===== config.mk =====
export PLATFORM = sky130hd
export DESIGN_NAME = dmem_io_responder_flat
export DESIGN_NICKNAME = d
export VERILOG_FILES = /design/src/rtl/dmem_io_responder_if.sv /design/src/rtl/dmem_io_responder.sv /design/src/flat_wrapper.sv
export SDC_FILE = /design/constraint.sdc
export NUM_CORES = 2
export LEC_CHECK = 0
export CELL_PAD_IN_SITES_DETAIL_PLACEMENT = 1
export CELL_PAD_IN_SITES_GLOBAL_PLACEMENT = 2
export CORE_AREA = 10 10 475 477
export CTS_CLUSTER_SIZE = 12
export DETAILED_ROUTE_END_ITERATION = 7
export DIE_AREA = 0 0 485 487
export DONT_BUFFER_PORTS = 1
export PLACE_DENSITY_LB_ADDON = 0.1
export REMOVE_ABC_BUFFERS = 1
export SYNTH_ARGS = -nofsm -noshare
export SYNTH_HDL_FRONTEND = slang
export SYNTH_SLANG_ARGS = --single-unit
export TNS_END_PERCENT = 10

===== constraint.sdc =====
create_clock -name clk -period 9 [get_ports clk]
set_input_delay 1.8 -clock clk [delete_from_list [all_inputs] [get_ports clk]]
set_output_delay 1.8 -clock clk [all_outputs]
set_load 0.01 [all_outputs]

===== src/rtl/dmem_io_responder_if.sv =====
// Data-memory port of the core plus the byte-stream handshake to the external consumer.
interface dmem_io_responder_if #(
    parameter int unsigned FIFO_W = 8
);
    logic              MemWrite;
    logic [31:0]       DataAdr;
    logic [31:0]       WriteData;
    logic [31:0]       ReadData;
    logic [FIFO_W-1:0] TxData;
    logic              TxValid;
    logic              TxReady;

    // master: core driving the bus and the consumer draining the stream
    modport master (
        output MemWrite, DataAdr, WriteData, TxReady,
        input  ReadData, TxData, TxValid
    );

    modport slave (
        input  MemWrite, DataAdr, WriteData, TxReady,
        output ReadData, TxData, TxValid
    );
endinterface


===== src/rtl/dmem_io_responder.sv =====
// Data-memory responder: word RAM, free-running cycle counter and a byte output FIFO,
// with combinational reads and clocked writes.
module dmem_io_responder #(
    parameter int unsigned RAM_WORDS  = 64,
    parameter int unsigned FIFO_DEPTH = 4,
    parameter int unsigned FIFO_W     = 8
) (
    input  logic                 clk,
    input  logic                 reset,
    dmem_io_responder_if.slave   bus
);
    localparam int unsigned RAM_AW = $clog2(RAM_WORDS);
    localparam int unsigned PTR_W  = $clog2(FIFO_DEPTH);
    localparam int unsigned CNT_W  = PTR_W + 1;

    localparam logic [1:0] SEL_CYCLE  = 2'd0;
    localparam logic [1:0] SEL_TXFIFO = 2'd1;
    localparam logic [1:0] SEL_STATUS = 2'd2;

    logic [31:0]       ram_q  [RAM_WORDS];
    logic [FIFO_W-1:0] fifo_q [FIFO_DEPTH];

    logic [31:0]      cycle_q, cycle_d;
    logic [PTR_W-1:0] rptr_q, rptr_d;
    logic [PTR_W-1:0] wptr_q, wptr_d;
    logic [CNT_W-1:0] count_q, count_d;
    logic             ovf_q, ovf_d;

    logic              in_ram, in_io;
    logic [1:0]        io_sel;
    logic [RAM_AW-1:0] ram_idx;
    logic              empty, full;
    logic              push, pop, push_ok, status_wr;
    logic [31:0]       status;
    logic [31:0]       read_data;
    logic              unused_adr;

    assign in_ram  = (bus.DataAdr[31:16] == 16'h0000);
    assign in_io   = (bus.DataAdr[31:16] == 16'hFFFF);
    assign io_sel  = bus.DataAdr[3:2];
    assign ram_idx = bus.DataAdr[RAM_AW+1:2];
    assign unused_adr = ^{bus.DataAdr[15:RAM_AW+2], bus.DataAdr[1:0]};

    assign empty     = (count_q == '0);
    assign full      = (count_q == CNT_W'(FIFO_DEPTH));
    assign pop       = !empty && bus.TxReady;
    assign push      = bus.MemWrite && in_io && (io_sel == SEL_TXFIFO);
    // A full FIFO still takes a push when the head leaves in the same cycle.
    assign push_ok   = push && (!full || pop);
    assign status_wr = bus.MemWrite && in_io && (io_sel == SEL_STATUS);

    assign status = {16'h0000, 8'(count_q), 5'b00000, ovf_q, full, empty};

    always_comb begin
        cycle_d = cycle_q + 32'd1;
        rptr_d  = pop     ? rptr_q + PTR_W'(1) : rptr_q;
        wptr_d  = push_ok ? wptr_q + PTR_W'(1) : wptr_q;
        count_d = count_q + CNT_W'(push_ok) - CNT_W'(pop);
        ovf_d   = ovf_q;
        if (status_wr) begin
            ovf_d = 1'b0;
        end else if (push && !push_ok) begin
            ovf_d = 1'b1;
        end
    end

    always_comb begin
        read_data = '0;
        if (in_ram) begin
            read_data = ram_q[ram_idx];
        end else if (in_io) begin
            case (io_sel)
                SEL_CYCLE:  read_data = cycle_q;
                SEL_STATUS: read_data = status;
                default:    read_data = '0;
            endcase
        end
    end

    assign bus.ReadData = read_data;
    assign bus.TxData   = fifo_q[rptr_q];
    assign bus.TxValid  = !empty;

    always_ff @(posedge clk or posedge reset) begin
        if (reset) begin
            cycle_q <= '0;
            rptr_q  <= '0;
            wptr_q  <= '0;
            count_q <= '0;
            ovf_q   <= 1'b0;
        end else begin
            cycle_q <= cycle_d;
            rptr_q  <= rptr_d;
            wptr_q  <= wptr_d;
            count_q <= count_d;
            ovf_q   <= ovf_d;
        end
    end

    // Storage arrays keep their contents across reset.
    always_ff @(posedge clk) begin
        if (bus.MemWrite && in_ram) begin
            ram_q[ram_idx] <= bus.WriteData;
        end
        if (push_ok) begin
            fifo_q[wptr_q] <= bus.WriteData[FIFO_W-1:0];
        end
    end
endmodule


===== src/flat_wrapper.sv =====
// flat-port wrapper written by rule: the top's interface ports become plain ports
module dmem_io_responder_flat 
#(
    parameter int unsigned RAM_WORDS  = 64,
    parameter int unsigned FIFO_DEPTH = 4,
    parameter int unsigned FIFO_W     = 8
)
  (clk, reset, bus_MemWrite, bus_DataAdr, bus_WriteData, bus_TxReady, bus_ReadData, bus_TxData, bus_TxValid);
  dmem_io_responder_if #(.FIFO_W(FIFO_W)) bus_i ();
  input  logic clk;
  input  logic reset;
  input wire logic [$bits(bus_i.MemWrite)-1:0] bus_MemWrite;
  input wire logic [$bits(bus_i.DataAdr)-1:0] bus_DataAdr;
  input wire logic [$bits(bus_i.WriteData)-1:0] bus_WriteData;
  input wire logic [$bits(bus_i.TxReady)-1:0] bus_TxReady;
  output wire logic [$bits(bus_i.ReadData)-1:0] bus_ReadData;
  output wire logic [$bits(bus_i.TxData)-1:0] bus_TxData;
  output wire logic [$bits(bus_i.TxValid)-1:0] bus_TxValid;
  assign bus_i.MemWrite = bus_MemWrite;
  assign bus_i.DataAdr = bus_DataAdr;
  assign bus_i.WriteData = bus_WriteData;
  assign bus_i.TxReady = bus_TxReady;
  assign bus_ReadData = bus_i.ReadData;
  assign bus_TxData = bus_i.TxData;
  assign bus_TxValid = bus_i.TxValid;
  dmem_io_responder #(.RAM_WORDS(RAM_WORDS), .FIFO_DEPTH(FIFO_DEPTH), .FIFO_W(FIFO_W)) u_core (.clk(clk), .reset(reset), .bus(bus_i));
endmodule

=== Word-level counts from Yosys, hierarchy flattened ===
Memory sizes are Yosys's and may differ from the RTL's.
Index checks and enable logic that the tools add are counted.

* Add/subtract/negate cells: 5
* Multiply operators: 0
* Divide/modulo/power cells: 0
* Magnitude comparators: 0
* Equal/unequal tests: 4
* Shifts and indexed selects: 0
* Mux-type cells: 9
* Bitwise gates (word level): 0
* Reductions and logical operators: 15

{| class="wikitable"
|+ Operator list
! cell !! number
|-
| 32-bit 2-to-1 mux || 2
|-
| 32-bit one-hot mux with 2 select lines || 1
|-
| 32-bit by 1-bit adder with 32-bit output, second input constant || 1
|-
| 16-bit equality test, second input constant || 1
|-
| 16-bit logical NOT || 1
|-
| 1-bit logical AND || 7
|-
| 1-bit 2-to-1 mux || 6
|-
| 2-bit by 1-bit adder with 2-bit output, second input constant || 2
|-
| 3-bit by 1-bit adder with 3-bit output || 1
|-
| 3-bit equality test, second input constant || 1
|-
| 1-bit logical NOT || 3
|-
| 3-bit logical NOT || 1
|-
| 3-bit by 1-bit subtractor with 3-bit output || 1
|-
| 2-bit by 1-bit equality test with 1-bit output, second input constant || 1
|-
| 2-bit equality test, second input constant || 1
|-
| 2-bit logical NOT || 1
|-
| 2-bit nonzero test || 1
|-
| 1-bit logical OR || 1
|}

* Register bits after elaboration: 40
* Latch bits: 0
* Bits in writable memories: 2080
* Bits in read-only memories: 0
* Output and inout port bits: 41
* Logic and storage cells: 40
* Memories: 2

{| class="wikitable"
|+ Memory list
! name !! depth !! width !! rd ports !! clocked after memory_dff !! write ports !! line !! source
|-
| u_core.ram_q || 64 || 32 || 1 || 0 || 1 || dmem_io_responder.sv:20 || <nowiki>logic [31:0] ram_q [RAM_WORDS];</nowiki>
|-
| u_core.fifo_q || 4 || 8 || 1 || 0 || 1 || dmem_io_responder.sv:21 || <nowiki>logic [FIFO_W-1:0] fifo_q [FIFO_DEPTH];</nowiki>
|}

=== Logic depth before layout (Yosys ltp) ===
* Depth after elaboration: 9
* Mapped depth: 12

=== Worst setup path after synthesis ===
Ideal clock, no wire load.

* Path type: input -> output
* From: in bus_DataAdr[2]
* To: out bus_ReadData[30]
* Data arrival time: 3.573 ns
* Setup slack: 3.627 ns
* Cell stages on the path: 9
* Buffers on the path: 4
* Cells stage by stage: buf_6 > buf_6 > buf_6 > buf_6 > mux4_2 > a22oi_1 > nand3_1 > nor4_1 > o21ai_1

* Longest elaborated chain between the ends: 4
* Elaborated cells between the ends (all ways): 6
* Classes of those cells: eq/ne: 1; mux: 3; reduce/logical: 1; memory: 1

{| class="wikitable"
|+ Ends and longest elaborated chain
! item !! line !! source
|-
| from (decl) || flat_wrapper.sv:13 || <nowiki>input wire logic [$bits(bus_i.DataAdr)-1:0] bus_DataAdr;</nowiki>
|-
| branches (longest 3 deep; another with memory read 64 x 32 bit) || - ||
|-
| 32-bit 2-to-1 mux (*) || dmem_io_responder.sv:69 || <nowiki>if (in_ram) begin</nowiki>
|-
| to (decl) || flat_wrapper.sv:16 || <nowiki>output wire logic [$bits(bus_i.ReadData)-1:0] bus_ReadData;</nowiki>
|}

Every way passes the cells marked *.

=== Worst setup path after layout ===
* From: in bus_DataAdr[2]
* To: out bus_ReadData[3]

The elaborated chain is that of the path after synthesis.

==> results.cfg <==
[run_status]
status = complete, but fails checks
violations = max-slew violations

[finish]
drive_above_1_share_pct = 24.61
fill_cells = 19850
design_area_um2 = 92430
syn2layout_area_growth_pct = 13.17
final_cells = 6894
layout_commonest_cell = edfxtp_1
mostFrequentLayoutCells = 2080 x edfxtp_1, 500 x mux4_2, 225 x clkbuf_16
final_nets = 3930

[min_path]
hp-class = reg -> reg
min-delay-start = u_core.cycle_q[31]
min_to = u_core.cycle_q[31]
whs_path_depth = 1

[global_routing]
grt_pass1_wl_um = 349000
globalRouteOverflowTotal = 0
grtUsageTotal_pct = 21.17
antenna_found_initial = 17
grt_pass1_vias = 42010
grt_max_degree = 322

[drt]
drcViolationCount = 0
wl_per_cell_um = 36.92
firstDrtPassIters = 5
highest_layer = met4
drtIter0Drc = 4176
wl_met2_um = 125800
viasPerCell = 5.826
ant_nets = 0
via_count = 40160
finalWirelength_um = 254500
wl_met3_um = 15480
routedLengthMet1_um = 106400

[sta]
fin_ws_ns = 0.7976
setup_viol = 0
max_freq_ghz = 0.1219
slew_headroom_pct = -32.61
period_minus_slack_ns = 8.202
hold_viol_final = 0
report.final.slew_viol_count = 181
fin_crit_sh_pct = 91.14
rsz0062_at_grt = false
skew_ns = 0.01602
setup_tns_ns = 0
tightest_slew_ns = 1.989

[synth]
synth_edf_count = 2080
avgSynthCellArea_um2 = 21.98
ys_seq_elements = 2120
async_reset_ff_share_pct = 1.887
netlist_instances = 3716
syn_area_um2 = 81670
ys_seq_area_share_pct = 77.70
ys.warnings.count = 0
synth_cell_types = 63
synth_ff_type = edfxtp_1

[place]
dpl.cell_count = 6482
place_area_um2 = 85610
gp_congestion = 0.7757
dp_hpwl_um = 143600
dpl_worst_slack_ns = 0.8475
port_buffers = 0

[die]
io_pins = 109
die_w_um = 485
dieArea_um2 = 236200
floorplan.initialDensity_pct = 37.79
core_um2 = 216100
fp.dieH_um = 487
fp-row-count = 171

[power_and_ir_drop]
power_uw = 20260
powerDensity_nw_per_um2 = 219.2
sw_frac_of_total_pct = 20.94
pwr-share-clk_pct = 42.9
seqPwrFrac_pct = 53.7
share_comb_of_total_power_pct = 3.4
irDropWorstVdd_mv = 0.2147
leakage_uw = 0.02854
p_int_uw = 16020
p_switching_uw = 4243

[worst_setup_path]
worst_setup_path_start_kind = primary input
critPathMaxFanout = 92
r2r_slack_ns = 6.33
cp_data_arrival_time_ns = 6.40
r2r_start = u_core.count_q[2]
worstReg2RegEnd = u_core.count_q[2]
r2r_cells = 10
crit_start = bus_DataAdr[2]
critical_path_class = in -> out
crit_required_ns = 7.20
cp-end-kind = output pin

[clock_tree]
htree_levels = 4
cts-hold-fix-buffers = 0
cts_tree = built
numClockSinks = 2120
cts.repair.resized = 0
cts-root-buf = clkbuf_16
clk_latency_ns = 0.87
cts_setup_buffers = 0
numCtsBuffers = 224
clockBufferDepth = 3
clk_pin_slew_ns = 0.06

[job]
cap_violations = 0
-- stage by stage --
stage | utilization (%) | hold WS (ns)
2_1_floorplan | - | 0.4415
3_3_place_gp | 39.62 | 0.4753
3_5_place_dp | 39.62 | 0.4752
6_report | 42.77 | 0.5113
4_1_cts | 42.77 | 0.5043
5_1_grt | 42.77 | 0.5121
-- sequential cells by signal, indices dropped and copies added, names as in the netlist --
| signal | cells |
|---|---|
| u_core.cycle_q | 32 |
| u_core.ovf_q | 1 |
| u_core.wptr_q | 2 |
| u_core.count_q | 3 |
| u_core.rptr_q | 2 |
| u_core.ram_q | 2048 |
| u_core.fifo_q | 32 |
-- area by class of cell --
cell class	count	area [um2]	area share (%)
Sequential cell	2120	63460	68.66
Multi-Input combinational cell	1385	17580	19.02
Clock buffer	299	5958	6.446
Tap cell	2854	3571	3.863
Timing Repair Buffer	107	935.9	1.013
Clock inverter	108	850.8	0.9205
Inverter	16	65.06	0.07039
Antenna cell	5	12.51	0.01354
-- cells in the mapped netlist, drive strengths merged, types with 40 or more instances --
library cell | count | area (um2)
nor2 | 114 | 427.9
dfrtp | 40 | 1001
nand2 | 108 | 405.4
nand3 | 45 | 225.2
edfxtp | 2080 | 62460
o22ai | 42 | 262.8
mux4 | 500 | 11260
a21oi | 42 | 210.2
clkbuf | 68 | 255.2
buf | 127 | 838.3
mux2i | 131 | 1311
a22oi | 62 | 465.5
o21ai | 50 | 250.2
-- metal layers --
layer  vias up  GRT usage (%)
met3       340          3.735
met5         -              0
met1     22480          28.51
met4         0          5.619
met2      1332          35.63
li1      16010              -
-- cells by family (layout without fill, tap and decap cells) --
kind of cell               count (synthesis)  in the layout  synth area share [%]
xor gates and xnor gates                  35             35                0.3753
and+or+nand+nor                          402            402                 2.372
other                                      0              5                     0
buffers and inverters                    211            530                 1.412
AOI/OAI and AO/OA                        293            293                 2.393
adders and majority gates                  8              8                0.1317
DFF                                     2120           2120                 77.70
muxes                                    647            647                 15.61
-- power by group through the flow --
stage	clock network, uW	registers [uW]	logic (uW)
CTS	8860	10900	688
global route	9270	10900	715
floorplan	0	11100	413
global placement	0	11100	681
detailed placement	0	11100	685
finish	8700	10900	681
-- worst max-delay path, cell delays in order --
cell and delay, ns:
buf_16 0.45, buf_16 0.37, buf_16 0.54, mux4_2 0.60
a22oi_1 0.41, nand4_1 0.46, a21oi_1 0.73, o21ai_0 0.41
-- worst max-delay path by stage --
stage	to	slack, ns
2_1_floorplan	bus_ReadData[28]	3.03
3_3_place_gp	bus_ReadData[3]	0.89
3_5_place_dp	bus_ReadData[3]	0.85
4_1_cts	bus_ReadData[3]	0.84
5_1_grt	bus_ReadData[18]	0.60
6_report	bus_ReadData[3]	0.80
Note: power is estimated with default switching activity, not from simulation.
